===== src/rtl/mem_bus_scheduler.sv =====
// mem_bus_scheduler
//   Shares one memory bus between NUM_REQ cache-side requesters
//   (0 = icache, 1 = dcache, 2 = uncached/peripheral) with round-robin
//   fairness and a single outstanding transaction. Every transaction is
//   bounded by a watchdog, so a hung memory yields an error response
//   instead of a deadlock.
//
// Ports
//   clk_i, rst_ni       clock (rising edge), asynchronous active-low reset
//   req_valid_i/ready_o per-requester handshake; ready is one-hot or zero
//   req_addr_i/we_i/wdata_i  packed per-requester request fields
//   res_valid_o         one-cycle response pulse to the owning requester
//   res_data_o/err_o    shared response data / timeout flag
//   mem_req_*           request channel towards memory (valid/ready)
//   mem_res_valid_i/data_i  response channel from memory
//   busy_o              scheduler is not idle
//   stray_rsp_o         pulse: memory responded when no response was expected
module mem_bus_scheduler #(
    parameter int NUM_REQ     = 3,
    parameter int ADDR_W      = 32,
    parameter int DATA_W      = 128,
    parameter int TIMEOUT_CYC = 1024
) (
    input  logic                      clk_i,
    input  logic                      rst_ni,
    input  logic [NUM_REQ-1:0]        req_valid_i,
    output logic [NUM_REQ-1:0]        req_ready_o,
    input  logic [NUM_REQ*ADDR_W-1:0] req_addr_i,
    input  logic [NUM_REQ-1:0]        req_we_i,
    input  logic [NUM_REQ*DATA_W-1:0] req_wdata_i,
    output logic [NUM_REQ-1:0]        res_valid_o,
    output logic [DATA_W-1:0]         res_data_o,
    output logic                      res_err_o,
    output logic                      mem_req_valid_o,
    input  logic                      mem_req_ready_i,
    output logic [ADDR_W-1:0]         mem_req_addr_o,
    output logic                      mem_req_we_o,
    output logic [DATA_W-1:0]         mem_req_wdata_o,
    input  logic                      mem_res_valid_i,
    input  logic [DATA_W-1:0]         mem_res_data_i,
    output logic                      busy_o,
    output logic                      stray_rsp_o
);

    localparam int IDX_W = $clog2(NUM_REQ);
    localparam int CNT_W = $clog2(TIMEOUT_CYC);

    typedef enum logic [1:0] {IDLE, ISSUE, WAIT, RESP} state_t;

    state_t             state, state_nxt;
    logic [IDX_W-1:0]   last_grant, owner, winner;
    int                 lg_int;
    logic               found;
    logic [ADDR_W-1:0]  win_addr, addr_q;
    logic               win_we, we_q;
    logic [DATA_W-1:0]  win_wdata, wdata_q, rdata_q;
    logic               err_q;
    logic [CNT_W-1:0]   cnt;
    logic               stray_q;
    logic               handshake, complete, timeout;

    assign lg_int = int'(last_grant);

    // Round-robin pick: the lowest valid index above last_grant wins; if
    // there is none, the search wraps to the lowest valid index overall.
    // The second loop overrides the first, giving that priority order.
    always_comb begin
        found  = 1'b0;
        winner = '0;
        for (int i = NUM_REQ - 1; i >= 0; i--) begin
            if (req_valid_i[i] && (i <= lg_int)) begin
                found  = 1'b1;
                winner = IDX_W'(i);
            end
        end
        for (int i = NUM_REQ - 1; i >= 0; i--) begin
            if (req_valid_i[i] && (i > lg_int)) begin
                found  = 1'b1;
                winner = IDX_W'(i);
            end
        end
    end

    always_comb begin
        win_addr  = '0;
        win_we    = 1'b0;
        win_wdata = '0;
        for (int i = 0; i < NUM_REQ; i++) begin
            if (winner == IDX_W'(i)) begin
                win_addr  = req_addr_i[i*ADDR_W +: ADDR_W];
                win_we    = req_we_i[i];
                win_wdata = req_wdata_i[i*DATA_W +: DATA_W];
            end
        end
    end

    assign handshake = (state == ISSUE) && mem_req_ready_i;
    assign complete  = (state == WAIT) && mem_res_valid_i;
    assign timeout   = ((state == ISSUE) || (state == WAIT)) &&
                       (cnt == CNT_W'(TIMEOUT_CYC - 1));

    always_ff @(posedge clk_i or negedge rst_ni) begin
        if (!rst_ni) begin
            state <= IDLE;
        end else begin
            state <= state_nxt;
        end
    end

    // A timeout takes priority over an ISSUE handshake (the request is
    // dropped), but a real completion in WAIT beats a same-cycle timeout.
    always_comb begin
        state_nxt = state;
        case (state)
            IDLE:    if (found) state_nxt = ISSUE;
            ISSUE: begin
                if (timeout)        state_nxt = RESP;
                else if (handshake) state_nxt = WAIT;
            end
            WAIT:    if (complete || timeout) state_nxt = RESP;
            RESP:    state_nxt = IDLE;
            default: state_nxt = IDLE;
        endcase
    end

    // Ready is also masked by rst_ni so nothing is offered while reset is held.
    always_comb begin
        req_ready_o = '0;
        res_valid_o = '0;
        for (int i = 0; i < NUM_REQ; i++) begin
            req_ready_o[i] = rst_ni && (state == IDLE) && found && (winner == IDX_W'(i));
            res_valid_o[i] = (state == RESP) && (owner == IDX_W'(i));
        end
    end

    assign mem_req_valid_o = (state == ISSUE);
    assign mem_req_addr_o  = (state == ISSUE) ? addr_q  : '0;
    assign mem_req_we_o    = (state == ISSUE) && we_q;
    assign mem_req_wdata_o = (state == ISSUE) ? wdata_q : '0;
    assign res_data_o      = (state == RESP)  ? rdata_q : '0;
    assign res_err_o       = (state == RESP)  && err_q;
    assign busy_o          = (state != IDLE);
    assign stray_rsp_o     = stray_q;

    always_ff @(posedge clk_i or negedge rst_ni) begin
        if (!rst_ni) begin
            last_grant <= IDX_W'(NUM_REQ - 1);
            owner      <= '0;
            addr_q     <= '0;
            we_q       <= 1'b0;
            wdata_q    <= '0;
            rdata_q    <= '0;
            err_q      <= 1'b0;
            cnt        <= '0;
            stray_q    <= 1'b0;
        end else begin
            if ((state == IDLE) && found) begin
                owner   <= winner;
                addr_q  <= win_addr;
                we_q    <= win_we;
                wdata_q <= win_wdata;
                cnt     <= '0;
            end else if ((state == ISSUE) || (state == WAIT)) begin
                cnt <= cnt + 1'b1;
            end
            if (complete) begin
                rdata_q <= mem_res_data_i;
                err_q   <= 1'b0;
            end else if (timeout) begin
                rdata_q <= '0;
                err_q   <= 1'b1;
            end
            if (state == RESP) begin
                last_grant <= owner;
            end
            // Any response outside WAIT (including the ISSUE handshake cycle
            // and late responses after a timeout or reset) is dropped.
            stray_q <= mem_res_valid_i && (state != WAIT);
        end
    end

endmodule

===== config.mk =====
export PLATFORM = sky130hd
export DESIGN_NAME = mem_bus_scheduler
export DESIGN_NICKNAME = d
export VERILOG_FILES = /design/src/rtl/mem_bus_scheduler.sv
export SDC_FILE = /design/constraint.sdc
export NUM_CORES = 1
export LEC_CHECK = 0
export CAP_MARGIN = 0
export CORE_AREA = 2 2 361 363
export DETAILED_ROUTE_END_ITERATION = 10
export DIE_AREA = 0 0 363 365
export GPL_TIMING_DRIVEN = 0
export PLACE_DENSITY = 0.44
export SYNTH_ARGS = -nofsm -noshare
export SYNTH_HDL_FRONTEND = slang
export SYNTH_SLANG_ARGS = --single-unit
export TNS_END_PERCENT = 10

===== constraint.sdc =====
create_clock -name clk_i -period 6.4 [get_ports clk_i]
set_input_delay 0.96 -clock clk_i [delete_from_list [all_inputs] [get_ports clk_i]]
set_output_delay 0.96 -clock clk_i [all_outputs]
set_load 0.03 [all_outputs]

# Word-level counts from Yosys, hierarchy flattened
# Index checks and enable logic that the tools add are counted.
[totals]
register_bits = 307
input_bits = 618
out_inout_bits = 299
word_cells = 94
[op_classes]
addsub = 1
magnitude_cmp = 6
n_eq_ne = 12
n_mux = 35
reduce_logical = 30
[op_table]
columns = ["operator", "n"]
rows = [
  ["2-to-1 mux 128 bit", 7],
  ["2-to-1 mux 32 bit", 4],
  ["logical AND 1 bit", 21],
  ["2-to-1 mux 10 bit", 2],
  ["2-to-1 mux 2 bit", 10],
  ["2-to-1 mux 1 bit", 11],
  ["adder 10 x 1 -> 10 bit, second input constant", 1],
  ["equality test 10 bit, second input constant", 1],
  ["equality test 2 bit, second input constant", 4],
  ["one-hot mux 2 bit (4 select lines)", 1],
  ["equality test 2 x 1 -> 1 bit, second input constant", 3],
  ["zero test 2 bit", 3],
  ["!= test 2 bit, second input constant", 3],
  ["nonzero test 2 bit", 3],
  ["greater-than comparator 1 x 2 -> 1 bit, first input constant", 2],
  ["<= comparator 1 x 2 -> 1 bit, first input constant", 2],
  ["!= test 3 x 1 -> 1 bit, second input constant", 1],
  ["AND reduction 3 bit", 1],
  ["greater-than comparator 2 bit, first input constant", 1],
  ["<= comparator 2 bit, first input constant", 1],
  ["logical OR 1 bit", 2],
]

# Logic depth before layout (Yosys ltp)
# Gate-level depths: netlist (run 1).
[logic_depth]
ltp_word = 12
depth_mapped = 9
mapped_depth_nobuf = 6

# Worst setup path before layout (run 1)
# No wires, ideal clock.
[synth_timing]
path_kind = "input-to-output"
start = "in req_valid_i[1]"
end = "out req_ready_o[1]"
arrival_ns = 1.974
setup_slack_ns = 3.466
cell_stages = 6
cell_sequence = "nor3b_2 a31oi_1 buf_6 buf_6 buf_6 nor2_1"
[synth_between]
elab_chain_len = 8
[synth_rtl]
columns = ["item", "line_no", "source"]
rows = [
  ["start: declaration", "26", "input logic [NUM_REQ-1:0] req_valid_i,"],
  ["logical AND 1 bit", "71", "if (req_valid_i[i] && (i <= lg_int)) begin"],
  ["2-to-1 mux 2 bit or 2-to-1 mux 1 bit (tied branches) (2 in a row)", "71", ""],
  ["2-to-1 mux 2 bit or 2-to-1 mux 1 bit (tied branches) (3 in a row)", "77", "if (req_valid_i[i] && (i > lg_int)) begin"],
  ["equality test 2 x 1 -> 1 bit or logical AND 1 bit (tied branches)", "131", "req_ready_o[i] = rst_ni && (state == IDLE) && found && (winner == IDX_W'(i));"],
  ["logical AND 1 bit *", "131", ""],
  ["end: declaration", "27", "output logic [NUM_REQ-1:0] req_ready_o,"],
]
# Every way passes the cells marked *; elsewhere a longest branch is shown, timed or not.

# Worst setup path in the final report (run 1)
[layout_timing]
start = "reg state[1]"
end = "out mem_req_wdata_o[95]"
[layout_between]
elab_chain_len = 2
[layout_rtl]
columns = ["item", "line_no", "source"]
rows = [
  ["start: declaration", "50", "state_t state, state_nxt;"],
  ["start signal: assignment", "106", "state <= state_nxt;"],
  ["equality test 2 x 1 -> 1 bit", "139", "assign mem_req_wdata_o = (state == ISSUE) ? wdata_q : '0;"],
  ["2-to-1 mux 128 bit", "139", ""],
  ["end: declaration", "38", "output logic [DATA_W-1:0] mem_req_wdata_o,"],
]
# No other way between the ends.

==> impl_metrics.json, run 1 <==
{
  "status": "completed",
  "crit_buf_inv": 5,
  "path_max_fanout": 12,
  "initial_core_util_pct": 12.80,
  "cts_buffers": 44,
  "via_count": 15740,
  "crit_chain": "inv_1 > ha_1 > clkbuf_1 > clkbuf_2 > clkbuf_1 > and2_1 > clkdlybuf4s50_1",
  "antenna_found_initial": 37,
  "final.min_clock_period_ps": 6057,
  "die_width_um": 363,
  "grt.overflow.total": 0,
  "syn2layout_area_growth_pct": 78.15,
  "worstMarginPinSlew_ps": 1289,
  "multi_input_area_sq_um": 8142,
  "placedCellCount": 4025,
  "synth.distinct_cells": 38,
  "synth-edff-count": 0,
  "cap_violations": 0,
  "slew_violations": 0,
  "grt_pass1_vias": 16950,
  "synth_compound_area_share_pct": 17.29,
  "clock.fmax_mhz": 165.1,
  "fill_cells": 13970,
  "drive_gt1_share_pct": 11.88,
  "ff2ff_setup_slack_ps": 2700,
  "io_pins": 917,
  "nNetsFinal": 3020,
  "fin_crit_sh_pct": 94.64,
  "track_usage_pct": 15.98,
  "relSlewSlack_pct": 14.07,
  "critPathMostFrequentCell": "clkbuf_1",
  "grt_first_pass_wirelength_um": 144800,
  "syn_nets": 2055,
  "cts_resized": 0,
  "final-seq-area_sq_um": 7684,
  "clk_pin_slew_ps": 60,
  "drt_wl_total_um": 110500,
  "synth_xor_area_share_pct": 0.3191,
  "setup_violations": 0,
  "ys_async_sr_fraction_pct": 100.0,
  "avgSynthCellArea_sq_um": 11.51,
  "htreeDepth": 2,
  "final_common_cell": "clkdlybuf4s50_1",
  "coreArea_sq_um": 128700,
  "hpwl_um": 90100,
  "cp_top_family": "buffers and inverters",
  "cts_root_buf": "clkbuf_16",
  "grt_max_degree": 99,
  "setup.worst_path.start_class": "register",
  "ys.flop_type": "dfrtp_1",
  "cp-end-kind": "primary output",
  "yosys.area_share.simple_pct": 18.62,
  "ant_nets": 0,
  "hold_class": "input pin to asynchronous set/reset pin",
  "pwr_density_cell_nw_per_um2": 450.7,
  "clockBufferDepth": 3,
  "avgRoutedWirePerCell_um": 26.84,
  "rows": 132,
  "via_per_inst": 3.823,
  "ys_seq_elements": 307,
  "p_leak_uw": 0.01194,
  "cts_tree": "done",
  "worst_path_max_delay_cell": "clkbuf_1",
  "drt_pass1_iterations": 6,
  "drt_iter0_drc": 867,
  "numPortBuffers": 916,
  "postCtsHoldBufs": 0,
  "pre_cts_ws_ps": 844.6,
  "critPathMaxStageDelay_ps": 940,
  "rsz0062_at_grt": "false",
  "cts.sinks": 307,
  "dieArea_sq_um": 132500,
  "yosysSeqAreaShare_pct": 46.66,
  "finalNonFillerCells": 4117,
  "finalHoldViolations": 0,
  "finalWeightedCongestion": 0.8241,
  "synth-adder-area-share_pct": 0.4559,
  "ir_drop_v": 0.0001924,
  "synth_top_family_by_area": "simple AND/OR/NAND/NOR gates",
  "syn-cell-area_sq_um": 16470,
  "die_height_um": 365,
  "yosysWarnings": 0,
  "crit_type": "register to primary output",
  "clk_latency_ps": 610,
  "muxShareOfSynthArea_pct": 12.76,
  "post-cts-setup-buffer-count": 0,
  "route.detailed.drc": 0,
  "worst_ep_required_time_ps": 5440,
  "syn_inst": 1431,
  "layout_setup_ws_ps": 343.0,
  "arrival_ps": 5100,
  "layout_common_cells": "915 x clkdlybuf4s50_1, 453 x and2_1, 306 x dfrtp_1, 161 x a221o_1, 128 x a22o_1",
  "skew_ps": 19.13
}
[power by group]
group	total (uW)	internal, uW	switching, uW
Clock	2580	1510	1070
Sequential	3490	2850	635
Combinational	7150	3170	3970
Total	13200	7540	5680
[synthesized netlist by cell type, types with 6 or more instances]
cell / n / area [sq um]
a22o_1: 128 / 1121
nor2_1: 14 / 52.55
mux2_4: 68 / 1021
ha_1: 6 / 75.07
nand2_1: 10 / 37.54
clkbuf_1: 89 / 334.1
buf_2: 32 / 160.2
a221o_1: 161 / 1612
and2_1: 453 / 2834
dfrtp_1: 306 / 7657
mux2_2: 95 / 1070
buf_6: 9 / 101.4
inv_1: 7 / 26.28
o21ai_0: 6 / 30.03
[routing by layer]
metal  global-route usage, %  share of wire (%)
met5                       0               0.17
met3                   5.927                8.9
met2                   29.36                 52
met4                   3.751                2.3
met1                   17.27                 37
[final timing paths]
kind,startpoint,to,cells past startpoint
worst min register to register,rdata_q[89]$_DFFE_PN0P_,rdata_q[89]$_DFFE_PN0P_,1
max in group asynchronous,rst_ni,rdata_q[95]$_DFFE_PN0P_,2
worst max register to register,state[0]$_DFFE_PN0P_,addr_q[5]$_DFFE_PN0P_,7
worst max-delay path,state[1]$_DFFE_PN0P_,mem_req_wdata_o[95],7
min in group clk_i,rdata_q[89]$_DFFE_PN0P_,rdata_q[89]$_DFFE_PN0P_,1
worst min-delay path,rst_ni,wdata_q[14]$_DFFE_PN0P_,1
[final cells by class]
type	count	share of cell area, %
well taps	1675	7.145
inverters	7	0.08958
plain buffers	135	2.103
multi-input cells	982	27.76
flip-flops and latches	307	26.19
diodes	10	0.08531
clock inverters	21	0.7593
clock buffers	61	4.312
repair buffers	919	31.56
[flip-flops by register name, indices dropped and copies added (netlist names)]
name and count:
last_grant 2, stray_rsp_o 1, cnt 10, we_q 1, state 2, rdata_q 128, addr_q 32, err_q 1
wdata_q 128, owner 2
[metrics by stage]
step	hold WS (ps)	area [sq um]	utilization (%)	power (uW)	setup TNS, ps
after floorplan	458.5	16470	-	7284	0
after global placement	475.5	27730	21.55	10830	-3644820
after detailed placement	473.8	27820	21.62	10800	0
after CTS	314.8	29310	22.78	13550	0
after global routing	357.2	29320	22.79	14010	0
final	309.7	29330	22.80	13220	0
[kinds of logic after synthesis]
| kind of cell | count (synthesis) |
|---|---|
| and+or+nand+nor | 498 |
| AOI/OAI and AO/OA | 308 |
| DFF | 307 |
| muxes | 164 |
| buffers and inverters | 142 |
| xor gates and xnor gates | 6 |
| adders and majority gates | 6 |
Note: power is estimated with default switching activity, not from simulation.
==> run 2: changes to the inputs <==
--- a/config.mk
+++ b/config.mk
@@ -14,4 +14,4 @@
 export SYNTH_ARGS = -nofsm -noshare
 export SYNTH_HDL_FRONTEND = slang
 export SYNTH_SLANG_ARGS = --single-unit
-export TNS_END_PERCENT = 10
+export TNS_END_PERCENT = 20
==> results of run 2 <==
The final DEF is identical to that of run 1; final timing and power are the same.
==> run 3: changes to the inputs <==
--- a/config.mk
+++ b/config.mk
@@ -11,6 +11,7 @@
 export DIE_AREA = 0 0 363 365
 export GPL_TIMING_DRIVEN = 0
 export PLACE_DENSITY = 0.44
+export SKIP_CTS_REPAIR_TIMING = 1
 export SYNTH_ARGS = -nofsm -noshare
 export SYNTH_HDL_FRONTEND = slang
 export SYNTH_SLANG_ARGS = --single-unit
==> results of run 3 <==
The final DEF is identical to that of run 1; final timing and power are the same.
